### config.mk
export PLATFORM = sky130hd
export DESIGN_NAME = aludec_mdu
export DESIGN_NICKNAME = d
export VERILOG_FILES = /design/src/rtl/aludec_pkg.sv /design/src/rtl/mdu_core.sv /design/src/rtl/aludec_mdu.sv
export SDC_FILE = /design/constraint.sdc
export NUM_CORES = 1
export LEC_CHECK = 0
export ABC_AREA = 1
export CAP_MARGIN = 25
export CORE_MARGIN = 4
export CORE_UTILIZATION = 32
export DETAILED_ROUTE_END_ITERATION = 7
export HOLD_SLACK_MARGIN = 0.15
export MAX_ROUTING_LAYER = met4
export PLACE_DENSITY = 0.48
export SYNTH_ARGS = -nofsm -noshare
export SYNTH_HDL_FRONTEND = slang
export SYNTH_SLANG_ARGS = --single-unit
### constraint.sdc
create_clock -name clk -period 3.1 [get_ports clk]
set_input_delay 0.62 -clock clk [delete_from_list [all_inputs] [get_ports clk]]
set_output_delay 0.62 -clock clk [all_outputs]
set_load 0.005 [all_outputs]
### src/rtl/aludec_pkg.sv
// Shared types and constants for the ALU control decoder and its
// multiply/divide unit.
//   alucontrol_t : 4-bit ALU operation select driven to the datapath
//   aluop_e      : non-R-type ALU op classes supplied by maindec
//   FUNCT_*      : R-type funct codes recognised by the decoder
//   mdu_state_t  : iterative multiply/divide sequencer states
package aludec_pkg;

  typedef enum logic [3:0] {
    ALU_AND  = 4'b0000,
    ALU_OR   = 4'b0001,
    ALU_ADD  = 4'b0010,
    ALU_SLL  = 4'b0011,
    ALU_SUB  = 4'b0110,
    ALU_SLT  = 4'b0111,
    ALU_LUI  = 4'b1000,
    ALU_XOR  = 4'b1001,
    ALU_BLEZ = 4'b1010,
    ALU_SRLV = 4'b1011,
    ALU_SRL  = 4'b1100,
    ALU_SLLV = 4'b1101
  } alucontrol_t;

  typedef enum logic [2:0] {
    AOP_ADD  = 3'd0,
    AOP_SUB  = 3'd1,
    AOP_BLEZ = 3'd2,
    AOP_OR   = 3'd3,
    AOP_LUI  = 3'd4,
    AOP_XOR  = 3'd5,
    AOP_SLT  = 3'd6,
    AOP_AND  = 3'd7
  } aluop_e;

  localparam logic [5:0] FUNCT_SLL   = 6'b000000;
  localparam logic [5:0] FUNCT_SRL   = 6'b000010;
  localparam logic [5:0] FUNCT_SLLV  = 6'b000100;
  localparam logic [5:0] FUNCT_SRLV  = 6'b000110;
  localparam logic [5:0] FUNCT_MFHI  = 6'b010000;
  localparam logic [5:0] FUNCT_MTHI  = 6'b010001;
  localparam logic [5:0] FUNCT_MFLO  = 6'b010010;
  localparam logic [5:0] FUNCT_MTLO  = 6'b010011;
  localparam logic [5:0] FUNCT_MULT  = 6'b011000;
  localparam logic [5:0] FUNCT_MULTU = 6'b011001;
  localparam logic [5:0] FUNCT_DIV   = 6'b011010;
  localparam logic [5:0] FUNCT_DIVU  = 6'b011011;
  localparam logic [5:0] FUNCT_ADD   = 6'b100000;
  localparam logic [5:0] FUNCT_SUB   = 6'b100010;
  localparam logic [5:0] FUNCT_AND   = 6'b100100;
  localparam logic [5:0] FUNCT_OR    = 6'b100101;
  localparam logic [5:0] FUNCT_SLT   = 6'b101010;

  typedef enum logic [1:0] {
    IDLE = 2'd0,
    RUN  = 2'd1,
    FIX  = 2'd2
  } mdu_state_t;

endpackage

### src/rtl/mdu_core.sv
// Iterative multiply/divide unit with HI/LO registers.
//   clk, rst_n          : clock, asynchronous active-low reset
//   start               : launch mult/div (only honoured in IDLE)
//   op_div, op_signed   : operation select for the launched op
//   a, b                : operands (multiplicand/dividend, multiplier/divisor)
//   wr_hi, wr_lo, wdata : direct HI/LO writes (mthi/mtlo)
//   busy, done          : sequencer not idle / result being committed
//   hi, lo              : architectural HI/LO
// Operands are converted to magnitudes up front, the loop runs unsigned
// for WIDTH cycles, and the sign is applied in FIX while HI/LO are written.
module mdu_core
  import aludec_pkg::*;
#(
  parameter int WIDTH = 32
) (
  input  logic             clk,
  input  logic             rst_n,
  input  logic             start,
  input  logic             op_div,
  input  logic             op_signed,
  input  logic [WIDTH-1:0] a,
  input  logic [WIDTH-1:0] b,
  input  logic             wr_hi,
  input  logic             wr_lo,
  input  logic [WIDTH-1:0] wdata,
  output logic             busy,
  output logic             done,
  output logic [WIDTH-1:0] hi,
  output logic [WIDTH-1:0] lo
);

  localparam int CNT_W = $clog2(WIDTH + 1);

  mdu_state_t       r_state, w_state_nxt;
  logic [CNT_W-1:0] r_cnt;
  logic [WIDTH-1:0] r_hi, r_lo;
  logic [WIDTH-1:0] r_acc, r_q, r_m;
  logic             r_div, r_neg_q, r_neg_r, r_dz;

  logic [WIDTH:0]     w_msum, w_shift, w_diff;
  logic [2*WIDTH-1:0] w_pmag, w_prod;
  logic [WIDTH-1:0]   w_quo, w_rem;

  function automatic logic [WIDTH-1:0] mag(input logic signed [WIDTH-1:0] v,
                                           input logic sgn);
    return (sgn && (v < 0)) ? -v : v;
  endfunction

  // Step arithmetic: r_acc is the running high half (mult) or partial
  // remainder (div); r_q holds the multiplier bits / collects quotient bits.
  always_comb begin
    w_msum  = {1'b0, r_acc} + {1'b0, r_m};
    w_shift = {r_acc, r_q[WIDTH-1]};
    w_diff  = w_shift - {1'b0, r_m};
    w_pmag  = {r_acc, r_q};
    w_prod  = r_neg_q ? -w_pmag : w_pmag;
    // Divide-by-zero leaves the dividend magnitude in r_acc, so the
    // remainder sign fix restores the original dividend; only the
    // quotient needs forcing to all ones.
    w_quo   = r_dz ? '1 : (r_neg_q ? -r_q : r_q);
    w_rem   = r_neg_r ? -r_acc : r_acc;
  end

  always_comb begin
    w_state_nxt = r_state;
    case (r_state)
      IDLE:    if (start) w_state_nxt = RUN;
      RUN:     if (r_cnt == CNT_W'(WIDTH - 1)) w_state_nxt = FIX;
      FIX:     w_state_nxt = IDLE;
      default: w_state_nxt = IDLE;
    endcase
  end

  always_ff @(posedge clk or negedge rst_n) begin
    if (!rst_n) begin
      r_state <= IDLE;
      r_cnt   <= '0;
      r_hi    <= '0;
      r_lo    <= '0;
    end else begin
      r_state <= w_state_nxt;
      if (r_state == IDLE && start) r_cnt <= '0;
      else if (r_state == RUN)      r_cnt <= r_cnt + 1'b1;
      if (r_state == FIX) begin
        r_hi <= r_div ? w_rem : w_prod[2*WIDTH-1:WIDTH];
        r_lo <= r_div ? w_quo : w_prod[WIDTH-1:0];
      end else begin
        if (wr_hi) r_hi <= wdata;
        if (wr_lo) r_lo <= wdata;
      end
    end
  end

  // Working registers carry no reset; they are always loaded on start.
  always_ff @(posedge clk) begin
    if (r_state == IDLE && start) begin
      r_acc   <= '0;
      r_q     <= mag(a, op_signed);
      r_m     <= mag(b, op_signed);
      r_div   <= op_div;
      r_neg_q <= op_signed & (a[WIDTH-1] ^ b[WIDTH-1]);
      r_neg_r <= op_signed & a[WIDTH-1];
      r_dz    <= op_div & (b == '0);
    end else if (r_state == RUN) begin
      if (r_div) begin
        // Restoring division: keep the difference only when it is non-negative.
        if (!w_diff[WIDTH]) begin
          r_acc <= w_diff[WIDTH-1:0];
          r_q   <= {r_q[WIDTH-2:0], 1'b1};
        end else begin
          r_acc <= w_shift[WIDTH-1:0];
          r_q   <= {r_q[WIDTH-2:0], 1'b0};
        end
      end else if (r_q[0]) begin
        r_acc <= w_msum[WIDTH:1];
        r_q   <= {w_msum[0], r_q[WIDTH-1:1]};
      end else begin
        r_acc <= {1'b0, r_acc[WIDTH-1:1]};
        r_q   <= {r_acc[0], r_q[WIDTH-1:1]};
      end
    end
  end

  assign busy = (r_state != IDLE);
  assign done = (r_state == FIX);
  assign hi   = r_hi;
  assign lo   = r_lo;

endmodule

### src/rtl/aludec_mdu.sv
// ALU control decoder with integrated iterative multiply/divide unit.
//   clk, reset         : clock, asynchronous active-low reset
//   en                 : instruction in decode is valid
//   aluop, funct       : op class from maindec, instr[5:0]
//   srca, srcb         : rs / rt operand values
//   alucontrol         : ALU operation select (pure decode, ignores reset)
//   illegal            : undecodable R-type funct while en
//   stall              : MDU instruction blocked by an in-flight op
//   mdu_rd, mdu_result : mfhi/mflo accepted and the HI/LO value to write back
//   busy, done         : MDU sequencer status
module aludec_mdu
  import aludec_pkg::*;
#(
  parameter int WIDTH = 32,
  parameter int AOP_W = 4
) (
  input  logic             clk,
  input  logic             reset,
  input  logic             en,
  input  logic [AOP_W-1:0] aluop,
  input  logic [5:0]       funct,
  input  logic [WIDTH-1:0] srca,
  input  logic [WIDTH-1:0] srcb,
  output logic [3:0]       alucontrol,
  output logic             illegal,
  output logic             stall,
  output logic             mdu_rd,
  output logic [WIDTH-1:0] mdu_result,
  output logic             busy,
  output logic             done
);

  localparam int AL_W = AOP_W - 1;

  alucontrol_t      w_alu;
  logic             w_known, w_mdu_f, w_rtype, w_accept;
  logic             w_start, w_wr_hi, w_wr_lo;
  logic [AL_W-1:0]  w_aop_lo;
  logic [WIDTH-1:0] w_hi, w_lo;

  assign w_rtype  = aluop[AOP_W-1];
  assign w_aop_lo = aluop[AOP_W-2:0];

  always_comb begin
    w_alu   = ALU_AND;
    w_known = 1'b1;
    w_mdu_f = 1'b0;
    if (!w_rtype) begin
      case (w_aop_lo)
        AL_W'(AOP_ADD):  w_alu = ALU_ADD;
        AL_W'(AOP_SUB):  w_alu = ALU_SUB;
        AL_W'(AOP_BLEZ): w_alu = ALU_BLEZ;
        AL_W'(AOP_OR):   w_alu = ALU_OR;
        AL_W'(AOP_LUI):  w_alu = ALU_LUI;
        AL_W'(AOP_XOR):  w_alu = ALU_XOR;
        AL_W'(AOP_SLT):  w_alu = ALU_SLT;
        AL_W'(AOP_AND):  w_alu = ALU_AND;
        default:         w_alu = ALU_ADD;
      endcase
    end else begin
      casez (funct)
        FUNCT_SLL:  w_alu = ALU_SLL;
        FUNCT_SRL:  w_alu = ALU_SRL;
        FUNCT_SLLV: w_alu = ALU_SLLV;
        FUNCT_SRLV: w_alu = ALU_SRLV;
        FUNCT_ADD:  w_alu = ALU_ADD;
        FUNCT_SUB:  w_alu = ALU_SUB;
        FUNCT_AND:  w_alu = ALU_AND;
        FUNCT_OR:   w_alu = ALU_OR;
        FUNCT_SLT:  w_alu = ALU_SLT;
        // mfhi/mthi/mflo/mtlo and mult/multu/div/divu
        6'b01?0??: begin
          w_alu   = ALU_ADD;
          w_mdu_f = 1'b1;
        end
        default:    w_known = 1'b0;
      endcase
    end
  end

  assign alucontrol = w_alu;
  assign illegal    = reset & en & w_rtype & ~w_known;
  assign stall      = reset & en & w_mdu_f & busy;
  assign w_accept   = reset & en & w_mdu_f & ~busy;

  // funct[3] separates mult/div from HI/LO moves; funct[1] picks div or LO,
  // funct[0] marks unsigned (mult/div) or move-to (HI/LO).
  assign w_start    = w_accept & funct[3];
  assign w_wr_hi    = w_accept & ~funct[3] & funct[0] & ~funct[1];
  assign w_wr_lo    = w_accept & ~funct[3] & funct[0] & funct[1];
  assign mdu_rd     = w_accept & ~funct[3] & ~funct[0];
  assign mdu_result = mdu_rd ? (funct[1] ? w_lo : w_hi) : '0;

  mdu_core #(
    .WIDTH(WIDTH)
  ) u_mdu_core (
    .clk       (clk),
    .rst_n     (reset),
    .start     (w_start),
    .op_div    (funct[1]),
    .op_signed (~funct[0]),
    .a         (srca),
    .b         (srcb),
    .wr_hi     (w_wr_hi),
    .wr_lo     (w_wr_lo),
    .wdata     (srca),
    .busy      (busy),
    .done      (done),
    .hi        (w_hi),
    .lo        (w_lo)
  );

endmodule
==> results.md, run 1 <==
* CP max FO at 4
* Mapped Area at 17900 sq um
* Delay-heaviest family, CP: buffers and inverters
* Starting DRT DRC Count at 2140
* Die H at 245 microns
* WL final at 84300 microns
* Global-route wire length before repair at 124000 microns
* Nets at 3360
* WP buf/inv at 4
* Slowest CP cell: clkdlybuf4s50_1
* Largest net degree at the start of global routing at 76
* Die width at 245 microns
* Leakage at 0.0114 uW
* CP cell instances: clkdlybuf4s50_1 -> inv_1 -> nor2_1 -> nand4_1 -> buf_4 -> nand3_1 -> a21oi_1 -> o21ai_0 -> clkdlybuf4s50_1
* R2r setup slk at 0.18 ns
* Fin crit share at 99.6%
* Slew margin rel. at 52.3%
* Seq/Total Area, Yosys at 25.0%
* GRT Overall Usage at 28.2%
* Placed Instances at 3930
* Drt wl/cell at 21.2 microns
* Worst vdd ir at 0.000500 V
* IO Pins at 118
* Top FF cell, synth: dfrtp_1
* DRC errors left at 0
* Commonest non-fill, non-tap cell in the layout: nand2_1
* Final non-filler cell total at 3970
* Syn_nets at 3172
* Yosys warning total at 0
* Mean Syn Cell Area at 5.94 sq um
* P&R area growth vs syn at 20.4%
* Clock Tree Buf Depth at 2
* Clk sinks at 172
* Outcome: finished, final reports clean
* Pre-Repair DR Iteration Count at 6
* Synth Register Bits at 172
* Critical path type: input port to output pin
* H-Tree Depth at 4
* CP Capture Type: output pin
* Worst-margin pin slew at 0.715 ns
* Share of layout cells above drive strength 1 at 7.88%
* Power per Cell Area at 664 nW/um^2
* Antenna Nets Post-Route at 0
* Final hold vios at 0
* Initial core utilization at 32.4%
* Clk pin slew, worst setup/hold paths at 0.09 ns
* Initial antenna violation count at 1
* Synth async-reset ratio at 41.9%
* Most area-consuming cells after synthesis: nand2_1 (19%), edfxtp_1 (11%), inv_1 (10%), dfrtp_1 (10%), nand3_1 (6.6%)
* Via count at 20569
* Dpl ws at -0.150 ns
* Crit start category: input port
* Max-capacitance violation count at 0
* Cells after synthesis at 3021
* Most used cell, CP: clkdlybuf4s50_1
* Root buffer cell: clkbuf_16
* Most frequent cells in the layout: nand2_1 (930), inv_1 (478), nor2_1 (298), nand3_1 (236), a21oi_1 (218)
* Post-CTS Hold Fix Bufs at 0
* Unrepaired setup endpoints after global routing: yes
* Top cell type's share of synthesized area at 19.5%
* CORE AREA at 55300 sq um
* Pins Over Slew Limit at 0
* Fmax at 324 MHz
* Reg2reg path depth at 18
* ANT cells at 0
* Crit-path max cell delay at 0.52 ns
* Setup ws final at 0.0132 ns
* DP HPWL at 68000 microns
* CTS tree: done
* Area leader, netlist: nand2_1
* Critical R2R Launch: u_mdu_core.r_q[31]
* Clk_lat worst skew at 0.51 ns
* EDFF count, synth at 68
* Post-synth cell types at 53
* Vias per std cell at 5.18
* Minimum clock period at 3.09 ns
* R2R Path End: u_mdu_core.r_acc[18]
* PortBufs at 117
* Vias in the first global route at 19095
* Hold Worst Slack at 0.183 ns
* Total grt overflow at 0
* Row count at 86
* Finish-stage setup viols at 0
* Die footprint at 59900 sq um
* Critical Path AT at 2.47 ns
* Req. time, crit path at 2.48 ns
* Worst min-delay path category: input port to asynchronous set/reset pin
* Final GP Congestion at 1.02
* Total power at 14300 uW
* Setup Skew at 0.0143 ns
* CTS buffer count at 17
-- Yosys cell counts, drive strengths merged (8+ instances only) --
master and count:
a21oi 222, a31oi 17, buf 30, clkbuf 63, dfrtp 72, dfxtp 32, edfxtp 68, ha 72
inv 486, nand2 942, nand3 243, nand3b 11, nand4 37, nor2 313, nor3 35, o211ai 15
o21ai 193, o21bai 23, o22ai 24, o31ai 8, xnor2 19, xor2 66
-- cells by family after synthesis --
logic type,count (synthesis),share of synthesized area [%]
and+or+nand+nor,1595,37.1
buffers and inverters,581,12.6
AOI/OAI and AO/OA,514,15.8
DFF,172,25.0
xor gates and xnor gates,85,4.15
adders and majority gates,74,5.25
-- power by group --
group / total [uW] / leakage [uW] / internal, uW / switching, uW
registers: 3260 / 0.00175 / 2780 / 482
clock network: 2470 / 0.000308 / 1240 / 1240
logic: 8610 / 0.00934 / 2760 / 5850
-- metrics by stage --
stage / instance area [sq um] / util, % / setup TNS, ns
6_report: 21600 / 39.0 / 0
5_1_grt: 21600 / 39.0 / -0.124
4_1_cts: 21400 / 38.7 / 0
3_5_place_dp: 20700 / 37.5 / -2.31
3_3_place_gp: 20700 / 37.5 / -1.55
2_1_floorplan: 17900 / - / 0
-- cell type report --
class	count	area, sq um
tap	748	936
timing repair buffer	262	2440
multi-input combinational	2268	11300
inverter	488	1840
clock buffer	17	425
clock inverter	15	205
fill	6178	33700
sequential	172	4480
-- repair_timing --
action | 4_1_cts | 5_1_grt
pin swaps | 0 | 1
buffers inserted | 0 | 6
setup endpoints to repair | 37 | 57
gates cloned | 0 | 2
gates resized for setup | 23 | 45
-- registers in the layout, indices dropped and copies added (netlist names) --
register / cells
u_mdu_core.r_div: 1
u_mdu_core.r_m: 32
u_mdu_core.r_dz: 1
u_mdu_core.r_neg_r: 1
u_mdu_core.r_state: 2
u_mdu_core.lo: 32
u_mdu_core.r_q: 32
u_mdu_core.hi: 32
u_mdu_core.r_neg_q: 1
u_mdu_core.r_cnt: 6
u_mdu_core.r_acc: 32
-- worst reg2reg max path, delay by kind of cell (launching register included) --
kind | cells | cell delay (ns)
compound gates | 1 | 0.08
simple gates | 12 | 1.18
flops | 1 | 0.55
fa+ha+maj | 2 | 0.60
buf+inv | 3 | 0.40
-- metal layers --
metal / global-route usage, % / vias to the layer above / wire [microns]
li1: - / 10069 / -
met1: 42.0 / 9726 / 42300
met2: 40.2 / 715 / 34800
met3: 4.47 / 59 / 5810
met4: 6.02 / 0 / 1310
met5: - / - / 0
-- how the worst max path moves through the flow --
stage | slack [ns] | start | cells after the start | endpoint
2_1_floorplan | 0.55 | funct[2] | 8 | u_mdu_core.r_cnt[1]
3_3_place_gp | -0.20 | funct[2] | 9 | illegal
3_5_place_dp | -0.15 | funct[3] | 8 | illegal
4_1_cts | 0.0004 | funct[2] | 9 | mdu_result[31]
5_1_grt | -0.11 | funct[5] | 9 | alucontrol[0]
6_report | 0.01 | funct[5] | 9 | alucontrol[0]
Power figures use the tool's default switching activity.
==> run 2, diff against run 1 <==
Settings changed: CORE_ASPECT_RATIO set to 0.7.
==> run 2 against run 1 <==
Against the previous run: final area is 1.4% lower; count of clock-buffer cells in the layout stayed put; sequential share of layout area is 0.30 points higher; sequential power hardly changed; utilization is 0.55 points lower; total power is 0.88% higher; clock power is 9.7% lower; global-route usage is 0.90 points higher; critical path type unchanged.
==> results.md, run 2 (synthesized netlist as in run 1, its figures left out) <==
* Outcome: finished, final reports clean
* Max-capacitance violation count at 0 (unchanged)
* Initial antenna violation count at 1 (unchanged)
* Hold endpoint: u_mdu_core.lo[29]
* DP HPWL at 72000 microns (+6.0%)
* Worst vdd ir at 0.000435 V (-13%)
* Leakage at 0.0111 uW (-3.0%)
* Hold Worst Slack at 0.490 ns (+0.307 ns)
* GRT Overall Usage at 29.1% (+0.90 points)
* Starting DRT DRC Count at 2643 (+24%)
* Worst-margin pin slew at 1.03 ns (+0.312 ns)
* Critical path type: input port to output pin
* IO Pins at 118 (unchanged)
* Final GP Congestion at 1.02 (+0.25%)
* CP Capture Type: output pin
* Clk_lat worst skew at 0.50 ns (about the same)
* Final hold vios at 0 (unchanged)
* Worst min-delay path category: register to register
* Fin crit share at 97.1% (-2.4 points)
* Die footprint at 60000 sq um (+0.10%)
* CTS buffer count at 17 (unchanged)
* Internal power at 6720 uW (-0.80%)
* CTS tree: done
* ANT cells at 0 (unchanged)
* CORE AREA at 55300 sq um (about the same)
* Vias per std cell at 5.27 (+1.7%)
* Sequential cell fraction of total power at 22.4% (-0.3 points)
* Global-route wire length before repair at 125000 microns (+1.4%)
* Unrepaired setup endpoints after global routing: no
* Clk sinks at 172 (unchanged)
* Share of layout cells above drive strength 1 at 7.01% (-0.88 points)
* Row count at 72 (-16%)
* Clock Tree Buf Depth at 2 (unchanged)
* Pins Over Slew Limit at 0 (unchanged)
* Clk pwr share at 15.4% (-1.8 points)
* Slew margin rel. at 30.8% (-21 points)
* Drt wl/cell at 22.1 microns (+4.3%)
* Critical R2R Launch: u_mdu_core.r_m[21]
* Setup Skew at 0.0308 ns (+0.0165 ns)
* Nets at 3335 (-0.74%)
* Sw Ratio at 53.6% (+0.79 points)
* Largest net degree at the start of global routing at 60 (-21%)
* DP Area at 20600 sq um (-0.75%)
* Hold path depth at 2
* Most frequent cells in the layout: nand2_1 (930), inv_1 (477), nor2_1 (302), nand3_1 (234), a21oi_1 (219)
* Total grt overflow at 0 (unchanged)
* R2r setup slk at 0.11 ns (-0.07 ns)
* Combinational share of power at 62.2% (+2.2 points)
* Initial core utilization at 32.4% (about the same)
* Critical Path AT at 2.39 ns (-0.08 ns)
* Final Cell Area at 21300 sq um (-1.4%)
* Req. time, crit path at 2.48 ns (about the same)
* Setup TNS at 0 ns (unchanged)
* Vias in the first global route at 18755 (-1.8%)
* Crit start category: input port
* P&R area growth vs syn at 18.7%
* DRC errors left at 0 (unchanged)
* Die H at 206 microns (-16%)
* H-Tree Depth at 4 (unchanged)
* Commonest non-fill, non-tap cell in the layout: nand2_1
* Reg2reg path depth at 10 (-8)
* Via count at 20736 (+0.81%)
* Power per Cell Area at 679 nW/um^2 (+2.3%)
* Total power at 14500 uW (+0.88%)
* Minimum clock period at 3.01 ns (-0.0754 ns)
* HP Start: u_mdu_core.lo[29]
* PortBufs at 117 (unchanged)
* Clk pin slew, worst setup/hold paths at 0.08 ns (about the same)
* Pre-Repair DR Iteration Count at 6 (unchanged)
* R2R Path End: u_mdu_core.r_acc[24]
* Die width at 291 microns (+19%)
* Sw Pwr at 7750 uW (+2.4%)
* Fmax at 332 MHz (+2.5%)
* CP max FO at 33 (+29)
* Antenna Nets Post-Route at 0 (unchanged)
* Root buffer cell: clkbuf_16
* Final non-filler cell total at 3937 (-0.83%)
* WL final at 87200 microns (+3.4%)
* Placed Instances at 3903 (-0.69%)
* Finish-stage setup viols at 0 (unchanged)
[run 2: worst max-delay path by stage]
stage	startpoint	to	slack, ns	depth (start not counted)
finish	en	mdu_result[30]	0.09	7
global placement	funct[0]	illegal	-0.16	8
detailed placement	funct[0]	illegal	-0.23	8
global route	en	mdu_result[7]	0.001	7
CTS	funct[0]	alucontrol[2]	0.01	7
floorplan	funct[2]	u_mdu_core.r_cnt[1]	0.55	8
[run 2: final cells by class]
class	count	area (sq um)
fillers	6206	34000
flip-flops and latches	172	4490
repair buffers	237	2210
multi-input cells	2268	11300
clock buffers	17	425
well taps	740	926
inverters	488	1840
clock inverters	15	146
[run 2: metal layers]
metal	share of wire, %	global-route usage (%)	vias to the layer above
li1	-	-	9998
met1	51	45.7	9793
met2	34	33.2	885
met3	13	12.1	60
met4	1.3	4.65	0
met5	0	-	-
[run 2: critical path: stages]
cell and delay, ns:
clkdlybuf4s50_1 0.51, nand3_4 0.11, nor3_4 0.22, nand3_2 0.10, buf_12 0.18, nor2_1 0.11
clkdlybuf4s50_1 0.52
[run 2: power groups by stage]
stage | sequential, uW | clock (uW) | combinational [uW]
after global routing | 3270 | 2370 | 9900
after detailed placement | 3270 | 0 | 8680
after global placement | 3270 | 0 | 8700
final | 3240 | 2230 | 9000
after CTS | 3220 | 2280 | 8750
after floorplan | 3190 | 0 | 5360
[run 2: repair_timing]
action	in CTS	in global routing
buffers inserted	0	1
cloned	0	0
pin swaps	0	1
setup endpoints to repair	37	38
hold buffers	1	0
gates resized for setup	15	25
hold endpoints to repair	16	0
[run 2: per-stage QoR]
stage / utilization (%) / worst slack (ns)
global placement: 37.2 / -0.161
global route: 38.5 / 0.00141
detailed placement: 37.2 / -0.227
finish: 38.5 / 0.0886
floorplan: - / 0.554
CTS: 38.4 / 0.0111
